$ cat src/rtl/hex_ascii_sender_pkg.sv
// Shared types and ASCII constants for the hex print path.
package hex_ascii_sender_pkg;

    typedef enum logic [1:0] {
        ST_IDLE  = 2'd0,
        ST_DIGIT = 2'd1,
        ST_CR    = 2'd2,
        ST_LF    = 2'd3
    } state_t;

    localparam logic [7:0] ASCII_ZERO    = 8'h30;
    localparam logic [7:0] ASCII_UPPER_A = 8'h41;
    localparam logic [7:0] ASCII_CR      = 8'h0D;
    localparam logic [7:0] ASCII_LF      = 8'h0A;
    localparam logic [7:0] ASCII_NUL     = 8'h00;

endpackage

$ cat src/rtl/hex_ascii_sender_nibble_to_ascii.sv
// Maps one 4-bit nibble to its uppercase ASCII hex digit.
module nibble_to_ascii
    import hex_ascii_sender_pkg::*;
(
    input  logic [3:0] i_nibble,
    output logic [7:0] o_char
);

    logic [7:0] w_wide;

    assign w_wide = {4'h0, i_nibble};

    always_comb begin
        if (i_nibble < 4'd10) begin
            o_char = ASCII_ZERO + w_wide;
        end else begin
            o_char = ASCII_UPPER_A + (w_wide - 8'd10);
        end
    end

endmodule

$ cat src/rtl/hex_ascii_sender.sv
// Prints a binary value as uppercase hex ASCII, MSB nibble first,
// one character per valid/ready transfer, with optional CR/LF.
module hex_ascii_sender
    import hex_ascii_sender_pkg::*;
#(
    parameter int NIBBLES        = 2,
    parameter bit APPEND_NEWLINE = 1'b1
) (
    input  logic                   clk,
    input  logic                   reset,
    input  logic [4*NIBBLES-1:0]   in_value,
    input  logic                   in_valid,
    output logic                   in_ready,
    output logic [7:0]             out_char,
    output logic                   out_valid,
    input  logic                   out_ready,
    output logic                   busy
);

    localparam int IW = (NIBBLES > 1) ? $clog2(NIBBLES) : 1;
    localparam logic [IW-1:0] LAST_IDX = IW'(NIBBLES - 1);

    state_t               r_state;
    logic [IW-1:0]        r_idx;
    logic [4*NIBBLES-1:0] r_value;

    logic [4*NIBBLES-1:0] w_shifted;
    logic [3:0]           w_nib;
    logic [7:0]           w_digit;
    logic                 w_xfer;

    // Nibble select as a shift keeps the index width independent of NIBBLES.
    assign w_shifted = r_value >> {r_idx, 2'b00};
    assign w_nib     = w_shifted[3:0];

    nibble_to_ascii u_n2a (
        .i_nibble (w_nib),
        .o_char   (w_digit)
    );

    assign out_valid = (r_state != ST_IDLE);
    assign busy      = (r_state != ST_IDLE);
    assign in_ready  = (r_state == ST_IDLE);
    assign w_xfer    = out_valid & out_ready;

    always_comb begin
        out_char = ASCII_NUL;
        unique case (r_state)
            ST_DIGIT: out_char = w_digit;
            ST_CR:    out_char = ASCII_CR;
            ST_LF:    out_char = ASCII_LF;
            default:  out_char = ASCII_NUL;
        endcase
    end

    always_ff @(posedge clk or posedge reset) begin
        if (reset) begin
            r_state <= ST_IDLE;
            r_idx   <= '0;
            r_value <= '0;
        end else begin
            unique case (r_state)
                ST_IDLE: begin
                    if (in_valid) begin
                        r_value <= in_value;
                        r_idx   <= LAST_IDX;
                        r_state <= ST_DIGIT;
                    end
                end
                ST_DIGIT: begin
                    if (w_xfer) begin
                        if (r_idx != '0) begin
                            r_idx <= r_idx - 1'b1;
                        end else if (APPEND_NEWLINE) begin
                            r_state <= ST_CR;
                        end else begin
                            r_state <= ST_IDLE;
                        end
                    end
                end
                ST_CR: begin
                    if (w_xfer) begin
                        r_state <= ST_LF;
                    end
                end
                ST_LF: begin
                    if (w_xfer) begin
                        r_state <= ST_IDLE;
                    end
                end
                default: r_state <= ST_IDLE;
            endcase
        end
    end

endmodule

$ cat config.mk
export PLATFORM = sky130hd
export DESIGN_NAME = hex_ascii_sender
export DESIGN_NICKNAME = d
export VERILOG_FILES = /design/src/rtl/hex_ascii_sender_pkg.sv /design/src/rtl/hex_ascii_sender_nibble_to_ascii.sv /design/src/rtl/hex_ascii_sender.sv
export SDC_FILE = /design/constraint.sdc
export NUM_CORES = 1
export LEC_CHECK = 0
export CORE_MARGIN = 4
export CORE_UTILIZATION = 42
export DETAILED_ROUTE_END_ITERATION = 8
export PLACE_DENSITY_LB_ADDON = 0.25
export SYNTH_ARGS = -nofsm -noshare
export SYNTH_HDL_FRONTEND = slang
export SYNTH_SLANG_ARGS = --single-unit
$ cat constraint.sdc
create_clock -name clk -period 1.8 [get_ports clk]
set_input_delay 0.36 -clock clk [delete_from_list [all_inputs] [get_ports clk]]
set_output_delay 0.36 -clock clk [all_outputs]
set_load 0.02 [all_outputs]
### Word-level counts from Yosys, hierarchy flattened

Cells that the tools add are included.

* output and inout bits: 11
* flip-flop bits (word level): 11
* word-level logic and storage cells: 36
* bits of input ports: 12

* bitwise gates (word level): 1
* reduce and logical (&&, ||, !) cells: 6
* add/subtract/negate cells: 4
* magnitude comparators: 1
* shift-type cells: 1
* equality and inequality tests: 8
* multiplexer cells: 12

Operators with widths (count)
* $pmux 8 s3: 1
* $mux 2: 5
* $ne 2x2->1 const B: 5
* $add 7x8->8 const A: 1
* $mux 8: 1
* $pmux 2 s4: 1
* $shr 8x3->4: 1
* $add 6x4->7 const A: 1
* $reduce_and 5->1: 1
* $sub 4x4->5 const B: 1
* $eq 2x2->1 const B: 2
* $lt 4x4->1 const B: 1
* $reduce_bool 2->1: 2
* $mux 1: 3
* $reduce_and 3->1: 1
* $eq 2x1->1 const B: 1
* $logic_not 2->1: 1
* $pmux 1 s2: 1
* $reduce_and 2->1: 1
* $and 1x1->1: 1
* $sub 1x1->1 const B: 1

### Depth between registers and ports, before layout

* depth in word-level cells: 5
* mapped depth: 10
* gate-level depth less buffers: 8

### Cells and area by module

From an unflattened synthesis, not the netlist that was laid out.

* cell total of the unflattened synthesis: 89
* area, all modules: 827.0 µm²

Modules (own cells, without submodules)
* hex_ascii_sender: times used 1, cells each 61, area an instance 644.4 µm², sequential area each 275.3 µm²
* nibble_to_ascii: times used 1, cells each 28, area an instance 182.7 µm², sequential area each 0.0 µm²

### Worst setup path after synthesis

Ideal clock, no wire load.

* kind: register to output
* start: reg r_idx
* end: out out_char[3]
* cell stages (with the launch flop): 10
* required time: 1.440 ns
* arrival: 1.974 ns
* buffers on the path: 2
* setup slack: -0.534 ns
* cell sequence: dfrtp_1 -> buf_6 -> mux2i_1 -> ha_1 -> inv_1 -> ha_1 -> clkbuf_1 -> nand2_1 -> a21oi_1 -> a211oi_1

* longest elaborated chain between the ends: 5
* elaborated cells on any way between the ends: 7
* those cells by class: add/sub (3); order compare (1); shift (1); mux (2)

RTL lines
* start, declared: line hex_ascii_sender.sv:24 `logic [IW-1:0] r_idx;`
* start signal, assigned: line hex_ascii_sender.sv:73 `r_idx <= r_idx - 1'b1;`
* $shr 8x3->4 (*): line hex_ascii_sender.sv:33 `assign w_shifted = r_value >> {r_idx, 2'b00};`
* $sub 4x4->5: line hex_ascii_sender_nibble_to_ascii.sv:17 `o_char = ASCII_UPPER_A + (w_wide - 8'd10);`
* $add 7x8->8: line hex_ascii_sender_nibble_to_ascii.sv:17
* $mux 8 (*): line hex_ascii_sender_nibble_to_ascii.sv:14 `if (i_nibble < 4'd10) begin`
* $pmux 8 s3 (*): line hex_ascii_sender.sv:48 `unique case (r_state)`
* end, declared: line hex_ascii_sender.sv:14 `output logic [7:0] out_char,`

Every way passes the cells marked *; elsewhere a longest branch is shown, timed or not.

### Final worst setup path

* start: reg r_idx
* end: out out_char[4]

Same word-level chain as after synthesis.

==> flow_summary.toml <==
[logic_synthesis]
postSynthRegisterBits = 11
synthCells = 83
post_synthesis_sequential_area_ratio = 0.335
syn-cell-area_um2 = 822
synthDominantCellAreaShare = 0.335
area_leader_netlist = "sky130_fd_sc_hd__dfrtp_1"
syn_avg_cell_area_um2 = 9.90
synth.area.top_cells = "sky130_fd_sc_hd__dfrtp_1 (33%), sky130_fd_sc_hd__mux2_2 (15%), sky130_fd_sc_hd__ha_1 (12%), sky130_fd_sc_hd__a21oi_1 (4.3%), sky130_fd_sc_hd__mux2i_1 (3.7%)"
yosysUniqueCellTypes = 24
synthesis.yosys.warnings = 0
syn-num-nets = 103

[global_route]
grt_max_degree = 12
number_of_antenna_violations_at_the_first_check_in_global_routing = 0
grt.overflow.total = 0
grt_pass1_wl_um = 3590
via_count_of_the_first_global_routing_pass = 791
grtUsageTotal = 0.178

[clocking]
clock_sink_count = 11
clockBufferDepth = 2
htree_num_levels = 1
total_clock_buffers_created_by_cts = 3
clock_root_buffer_master = "sky130_fd_sc_hd__clkbuf_4"
clk_pin_slew_ns = 0.07
insertion_delay_ns = 0.27
cts_hold_repair.buffers = 0
tritoncts = "yes"

[critical_path]
required_time_of_the_worst_setup_path_ns = 1.44
regToRegSetupSlack_ns = -0.03
cp-startpoint = "r_idx"
worstPathBufferInverterCount = 3
cpMaxStageDelayCell = "sky130_fd_sc_hd__dfrtp_2"
critical_path_cell_count = 8
cp-end-kind = "output pin"
critPathMostFrequentCell = "sky130_fd_sc_hd__buf_4"
crit_path_max_delay_family = "flip-flops"
crit_chain = "mux2i_4 -> buf_4 -> buf_6 -> ha_4 -> nand3b_1 -> xor2_1 -> a21oi_2 -> buf_4"
timing.critical_path.fanout_max = 5
cp.arrival_ns = 2.11
setup.worst_path.start_class = "register"
cp_max_stage_delay_ns = 0.46
timing.rr.end = "r_state[1]"
timing.setup.critical_path_class = "register to output pin"
crit_end = "out_char[4]"
r2r_start = "r_idx"
worst_r2r_path_depth = 6

[layout]
nFillCells = 110
final_common_cell = "sky130_fd_sc_hd__buf_4"
num-nets-final = 149
flow.area_growth_from_synthesis_pct = 72.8
layout_common_cells = "sky130_fd_sc_hd__buf_4 (23), sky130_fd_sc_hd__clkdlybuf4s50_1 (11), sky130_fd_sc_hd__dfrtp_1 (10), sky130_fd_sc_hd__mux2_2 (9), sky130_fd_sc_hd__buf_6 (8)"
final_layout_size_suffix_gt1_frac = 0.609
insertedDiodeCount = 0

[timing]
rsz0062_at_grt = "yes"
clock_skew_ns = 0.00703
maxSlewViolCount = 0
achievable-frequency_mhz = 405
fin_ws_ns = -0.667
period_minus_slack_ns = 2.47
post_route_fraction_of_the_period_consumed_by_the_critical_path = 1.37
holdWs_ns = 0.381
setup_viol = 8
report.final.hold_viol_count = 0

[drt]
detail_route.drc_violations = 0
drt_pre_antenna_iters = 4
drt_first_iter_violations = 10
antenna_violating_nets_post_route = 0
wire_per_inst_um = 14.2
via_per_inst = 5.03
vias = 769
detail_route.wirelength_um = 2180

[floorplanning]
boundaryPins = 23
floorplan.core_area_um2 = 1780
fp.dieArea_um2 = 2730
placementRows = 15
initial_utilization = 0.461
fp.dieH_um = 52.2
x_dimension_of_the_die_um = 52.2

[place]
numPortBuffers = 21
hpwl_um = 1570
routabilityCongestion = 0.837

[job]
max-cap-violations = 0

[min_path]
min-delay-path-class = "input port to asynchronous set/reset pin"

[run_status]
violations = "setup timing"
status = "finished with violations"
-- cells in the mapped netlist --
cell type,instances
sky130_fd_sc_hd__conb_1,1
sky130_fd_sc_hd__inv_1,7
sky130_fd_sc_hd__buf_2,1
sky130_fd_sc_hd__nor3_2,1
sky130_fd_sc_hd__buf_6,1
sky130_fd_sc_hd__a21oi_1,7
sky130_fd_sc_hd__o31a_1,1
sky130_fd_sc_hd__or3b_4,1
sky130_fd_sc_hd__xor2_1,1
sky130_fd_sc_hd__nand3_1,1
sky130_fd_sc_hd__mux2i_1,3
sky130_fd_sc_hd__nand2_1,6
sky130_fd_sc_hd__nor2_1,6
sky130_fd_sc_hd__a21o_1,1
sky130_fd_sc_hd__dfrtp_1,11
sky130_fd_sc_hd__buf_4,2
sky130_fd_sc_hd__xnor2_1,2
sky130_fd_sc_hd__a211oi_1,2
sky130_fd_sc_hd__o21ai_0,6
sky130_fd_sc_hd__ha_1,8
sky130_fd_sc_hd__nand3b_1,1
sky130_fd_sc_hd__mux2_2,11
sky130_fd_sc_hd__o311ai_4,1
sky130_fd_sc_hd__clkbuf_1,1
-- layout make-up --
cell class | instances | area [um2] | area share
Inverter | 7 | 26.3 | 0.0185
Timing Repair Buffer | 46 | 408 | 0.287
Clock buffer | 4 | 26.3 | 0.0185
Tap cell | 25 | 31.3 | 0.0220
Multi-Input combinational cell | 60 | 652 | 0.459
Sequential cell | 11 | 277 | 0.195
-- worst reg2reg max path: stages (launching register included) --
cell and delay, ns:
sky130_fd_sc_hd__dfrtp_2 0.47, sky130_fd_sc_hd__buf_4 0.16, sky130_fd_sc_hd__buf_6 0.11, sky130_fd_sc_hd__buf_4 0.14, sky130_fd_sc_hd__o31a_1 0.32, sky130_fd_sc_hd__nor3_4 0.18
sky130_fd_sc_hd__mux2_4 0.32
-- state kept, by name, indices dropped and copies added, names as in the netlist --
register and count:
r_value 8, r_state 2, r_idx 1
-- timing repair --
action | 4_1_cts | 5_1_grt
endpoints found under the hold margin | 0 | 0
buffers inserted | 3 | 3
pin swaps | 7 | 6
resized for setup | 57 | 17
endpoints found under the setup margin | 11 | 12
-- logic make-up (layout without fill, tap and decap cells) --
family                   Yosys count  count (layout)  synth area share
AO/OA/AOI/OAI                     18              18             0.149
XOR/XNOR                           3               3            0.0320
adder cells (fa/ha/maj)            8               8             0.122
buffers and inverters             12              57            0.0746
flip-flops                        11              11             0.335
multiplexers                      14              14             0.187
other                              1               1           0.00456
AND/OR/NAND/NOR                   16              16            0.0959
-- per-stage QoR --
stage	cells	util	setup slack [ns]	cell area [um2]	TNS [ns]
3_5_place_dp	144	0.707	-0.912	1260	-5.91
6_report	153	0.796	-0.667	1420	-4.21
2_1_floorplan	83	-	-0.301	901	-1.59
4_1_cts	151	0.769	-0.653	1370	-4.14
5_1_grt	153	0.796	-0.776	1420	-4.96
3_3_place_gp	144	0.707	-0.853	1260	-5.46
-- worst min path at each step --
stage	start	endpoint	slack, ns	cells past startpoint
after CTS	reset	r_value[2]	0.39	2
after global placement	r_value[0]	r_value[0]	0.51	1
after detailed placement	r_value[0]	r_value[0]	0.50	1
final	reset	r_value[2]	0.38	2
after floorplan	reset	r_idx	0.21	1
after global routing	reset	r_value[2]	0.40	2
-- metal layers --
metal	global-route usage	vias to the layer above	share of wire
li1	-	374	-
met5	0	-	0
met2	0.324	14	0.56
met3	0.0342	0	0.034
met4	0.0383	0	0
met1	0.215	381	0.40
Power is left out: the tool's default activity adds up to more than one toggle a clock period on the data nets, which glitch-free logic cannot reach.
